<file path="config.mk">
export PLATFORM = sky130hd
export DESIGN_NAME = msk_encoder
export DESIGN_NICKNAME = d
export VERILOG_FILES = /design/src/rtl/msk_encoder.sv
export SDC_FILE = /design/constraint.sdc
export NUM_CORES = 1
export LEC_CHECK = 0
export BUFFER_PORTS_ARGS = -buffer_cell sky130_fd_sc_hd__buf_2
export CAP_MARGIN = 40
export CORE_AREA = 2 2 152 229
export CTS_BUF_LIST = sky130_fd_sc_hd__clkbuf_8
export CTS_CLUSTER_DIAMETER = 50
export CTS_CLUSTER_SIZE = 8
export DETAILED_ROUTE_END_ITERATION = 12
export DIE_AREA = 0 0 154 231
export GPL_TIMING_DRIVEN = 0
export PLACE_DENSITY = 0.63
export SLEW_MARGIN = 10
export SYNTH_ARGS = -nofsm -noshare
export SYNTH_HDL_FRONTEND = slang
export SYNTH_SLANG_ARGS = --single-unit
</file>
<file path="constraint.sdc">
create_clock -name clk -period 1.77 [get_ports clk]
set_input_delay 0.0885 -clock clk [delete_from_list [all_inputs] [get_ports clk]]
set_output_delay 0.0885 -clock clk [all_outputs]
set_load 0.01 [all_outputs]
</file>
<file path="src/rtl/msk_encoder.sv">
// msk_encoder: loads four 32-bit words into a d-share Boolean-masked 128-bit block.
// Defining MSK_REFRESH_EN enables round-robin share refresh while a block is held.
module msk_encoder #(
    parameter int d = 2
) (
    input  logic                  clk,
    input  logic                  reset,
    input  logic                  in_valid,
    input  logic [31:0]           in_data,
    output logic                  in_ready,
    input  logic                  rnd_valid,
    input  logic [32*(d-1)-1:0]   rnd,
    output logic                  rnd_ready,
    input  logic                  flush,
    output logic [128*d-1:0]      msk_out,
    output logic                  out_valid,
    input  logic                  out_ready
);

    localparam int WordW = 32 * d;

    typedef enum logic {
        LOAD = 1'b0,
        HOLD = 1'b1
    } state_e;

    state_e           state_q, state_d;
    logic [1:0]       wcnt_q, wcnt_d;
    logic [128*d-1:0] msk_q, msk_d;

    logic [WordW-1:0] rndMask;
    logic [WordW-1:0] encWord;
    logic [31:0]      rndPar;
    logic [1:0]       loadSlot;
    logic             accept;
    logic             handshake;

    // The first loaded word lands in the most significant slot.
    assign loadSlot = 2'd3 - wcnt_q;

    // rndMask carries the random shares plus their parity on the last share, so
    // it serves both as the encoding mask and as a recombination-neutral refresh.
    always_comb begin
        rndMask = '0;
        rndPar  = '0;
        for (int i = 0; i < 32; i++) begin
            for (int j = 0; j < d - 1; j++) begin
                rndMask[d*i+j] = rnd[32*j+i];
                rndPar[i]      = rndPar[i] ^ rnd[32*j+i];
            end
            rndMask[d*i+d-1] = rndPar[i];
        end
        encWord = rndMask;
        for (int i = 0; i < 32; i++) begin
            encWord[d*i+d-1] = rndPar[i] ^ in_data[i];
        end
    end

    assign in_ready  = reset & (state_q == LOAD) & rnd_valid;
    assign accept    = in_valid & in_ready & ~flush;
    assign out_valid = (state_q == HOLD);
    assign handshake = out_valid & out_ready;
    assign msk_out   = msk_q;

`ifdef MSK_REFRESH_EN
    logic [1:0] rptr_q, rptr_d;
    logic [1:0] refreshSlot;
    logic       refresh;

    assign refreshSlot = 2'd3 - rptr_q;
    assign refresh     = reset & (state_q == HOLD) & rnd_valid & ~handshake;
    assign rnd_ready   = accept | refresh;
`else
    assign rnd_ready   = accept;
`endif

    always_comb begin
        state_d = state_q;
        wcnt_d  = wcnt_q;
        msk_d   = msk_q;
`ifdef MSK_REFRESH_EN
        rptr_d  = rptr_q;
`endif
        case (state_q)
            LOAD: begin
                if (flush) begin
                    wcnt_d = '0;
                end else if (accept) begin
                    msk_d[WordW*int'(loadSlot) +: WordW] = encWord;
                    wcnt_d = wcnt_q + 2'd1;
                    if (wcnt_q == 2'd3) begin
                        state_d = HOLD;
`ifdef MSK_REFRESH_EN
                        rptr_d  = '0;
`endif
                    end
                end
            end
            HOLD: begin
                if (handshake) begin
                    state_d = LOAD;
                    wcnt_d  = '0;
                end
`ifdef MSK_REFRESH_EN
                else if (refresh) begin
                    msk_d[WordW*int'(refreshSlot) +: WordW] =
                        msk_q[WordW*int'(refreshSlot) +: WordW] ^ rndMask;
                    rptr_d = rptr_q + 2'd1;
                end
`endif
            end
            default: begin
                state_d = LOAD;
                wcnt_d  = '0;
            end
        endcase
    end

    always_ff @(posedge clk or negedge reset) begin
        if (!reset) begin
            state_q <= LOAD;
            wcnt_q  <= '0;
            msk_q   <= '0;
`ifdef MSK_REFRESH_EN
            rptr_q  <= '0;
`endif
        end else begin
            state_q <= state_d;
            wcnt_q  <= wcnt_d;
            msk_q   <= msk_d;
`ifdef MSK_REFRESH_EN
            rptr_q  <= rptr_d;
`endif
        end
    end

endmodule

</file>
==> flow_summary.json <==
{
  "min_period_ns": 1.86,
  "drtIter0Drc": 269,
  "htree_num_levels": 2,
  "cp_max_fo": 5,
  "setup_violations": 178,
  "fill_cells": 3003,
  "grt_pass1_wl_um": 56300,
  "nets": 1549,
  "syn_avg_cell_area_um2": 11.4,
  "cp_slowest_stage_delay_ns": 0.41,
  "power.density_nw_per_um2": 854,
  "antenna_found_initial": 2,
  "vias": 9044,
  "post-route-drc-count": 0,
  "initial_core_util": 0.344,
  "finalHoldViolations": 0,
  "fin_skew_ns": 0.0145,
  "start_kind": "flop",
  "drive_gt1_frac": 0.493,
  "portBuffers": 328,
  "synth_cell_types": 31,
  "cts_tree": "yes",
  "rsz0062_at_grt": "true",
  "slew_violations": 0,
  "die_area_um2": 35600,
  "fp-row-count": 83,
  "dp.cells": 1775,
  "cp_data_arrival_time_ns": 2.29,
  "tightest_slew_ns": 1.07,
  "final_cell_mix": "buf_2, dfrtp_1, inv_1, mux2i_1, nand2_1",
  "synth-seq-cells": 259,
  "dpl_worst_slack_ns": -0.699,
  "leakage_nw": 8.92,
  "path_buf_inv": 5,
  "slowest_stage": "dfrtp_1",
  "clk_pin_slew_ns": 0.07,
  "routed_via_density": 4.75,
  "wirelength_um": 38700,
  "crit_path_end_kind": "flop",
  "root_buffer": "clkbuf_8",
  "holdCritPathClass": "input pin to flop",
  "core_um2": 33800,
  "ys_warn_count": 0,
  "grt_max_degree": 106,
  "cts_buffers": 38,
  "synth.yosys.seq_area_share": 0.558,
  "fin_setup_tns_ns": -8.87,
  "worstPathRequired_ns": 2.20,
  "period_share": 1.05,
  "crit_chain": "clkbuf_8, inv_6, ha_1, nor4b_4, buf_6, buf_12, clkbuf_16, mux2_2",
  "ant_nets": 0,
  "io_pins": 329,
  "grt_pass1_vias": 9538,
  "syn_area_um2": 11600,
  "fin_cells": 1903,
  "violations": "setup timing",
  "gp_congestion": 0.820,
  "slew_headroom": 0.284,
  "cap_violations": 0,
  "syn_inst": 1020,
  "critPathKind": "flop to flop",
  "grt-ovfl-total": 0,
  "crit_family": "buffers and inverters",
  "clock.fmax_mhz": 537,
  "post_drt_wl_per_cell_um": 20.4,
  "die_x_um": 154,
  "clk_path_buf_depth": 3,
  "status": "finished with violations",
  "die_h_um": 231,
  "synthToLayoutAreaGrowth_pct": 44.7,
  "stdcell_area_um2": 16800,
  "final_common_cell": "buf_2",
  "placed_area_um2": 13900,
  "cts_sinks": 259,
  "dp_hpwl_um": 26100,
  "firstDrtPassIters": 4,
  "syn_nets": 1095,
  "insertion_delay_ns": 0.55,
  "irDropWorstVdd_mv": 0.516,
  "grt_use_total": 0.208,
  "fin_ws_ns": -0.0934
}
## report_power, final
group | switching (mW) | total, mW | internal (mW)
Sequential | 0.343 | 6.93 | 6.59
Combinational | 1.74 | 3.13 | 1.39
Clock | 2.22 | 4.31 | 2.10
## cells by family after synthesis
kind of cell               Yosys count  synth area share
and+or+nand+nor                    276            0.0964
DFF                                259             0.558
muxes                              257             0.235
buffers and inverters              187            0.0790
xor gates and xnor gates            32            0.0241
adders and majority gates            5           0.00538
AOI/OAI and AO/OA                    4           0.00215
## worst reg2reg max path, cell delays in order, from the launching register on
cell and delay (ns):
dfrtp_1 0.41, clkbuf_8 0.16, inv_6 0.06, ha_1 0.14, nor4b_4 0.19, buf_6 0.16, buf_12 0.14, clkbuf_16 0.15
mux2_2 0.33
## metrics by stage
stage / hold WS (ns) / util / power (mW)
3_3_place_gp: 0.377 / 0.409 / 9.54
2_1_floorplan: -0.207 / - / 8.23
3_5_place_dp: 0.0506 / 0.411 / 9.62
6_report: 0.0688 / 0.498 / 14.4
4_1_cts: 0.00400 / 0.467 / 14.3
5_1_grt: 0.0852 / 0.498 / 15.1
## synthesized netlist by cell type (all sizes together)
| library cell | count | area (µm²) |
|---|---|---|
| o31ai | 1 | 7.51 |
| clkbuf | 9 | 35.0 |
| nand2 | 129 | 484 |
| nor2b | 1 | 6.26 |
| nor3 | 2 | 15.0 |
| and3b | 3 | 26.3 |
| mux2 | 128 | 1440 |
| a21oi | 1 | 5.00 |
| nor4b | 2 | 30.0 |
| a21o | 1 | 7.51 |
| ha | 5 | 62.6 |
| nor3b | 1 | 12.5 |
| and3 | 1 | 6.26 |
| or3b | 1 | 8.76 |
| nand3b | 2 | 15.0 |
| mux2i | 129 | 1290 |
| buf | 48 | 395 |
| or3 | 1 | 6.26 |
| dfrtp | 259 | 6480 |
| nand3 | 4 | 25.0 |
| inv | 130 | 488 |
| o21ai | 1 | 5.00 |
| xnor2 | 32 | 280 |
| nor2 | 129 | 484 |
## final cells by class
cell class	count	area, µm²	share of cell area
clock buffers	42	578	0.0344
repair buffers	420	2910	0.173
well taps	425	532	0.0316
plain buffers	51	766	0.0455
diodes	1	2.50	0.000149
multi-input cells	574	5050	0.300
inverters	130	493	0.0293
flip-flops and latches	259	6480	0.386
clock inverters	1	5.00	0.000298
## per-layer routing
| metal | global-route usage | vias up | share of wire |
|---|---|---|---|
| li1 | - | 4114 | - |
| met1 | 0.230 | 4558 | 0.38 |
| met2 | 0.389 | 291 | 0.54 |
| met3 | 0.0392 | 81 | 0.046 |
| met4 | 0.0821 | 0 | 0.035 |
| met5 | 0 | - | 0 |
## registers in the layout (all words and copies together) (netlist names)
signal and cells:
msk_out 256, out_valid 1, wcnt_q 2
## final timing paths
check,start,to,slack [ns],cells after the start
setup reg to reg,wcnt_q[0],msk_out[85],-0.09,8
max in group asynchronous,reset,msk_out[158],0.75,4
setup / recovery,wcnt_q[0],msk_out[85],-0.09,8
hold / removal,in_data[18],msk_out[229],0.07,4
min in group asynchronous,reset,msk_out[128],0.12,3
hold reg to reg,msk_out[115],msk_out[115],0.49,1
## repair_timing
item	CTS	global route
buffers inserted	30	3
hold buffers	42	0
gates resized for setup	137	235
pin swaps	5	23
setup endpoints to repair	252	245
gates cloned	7	12
endpoints found under the hold margin	378	0
Power figures use the tool's default switching activity.
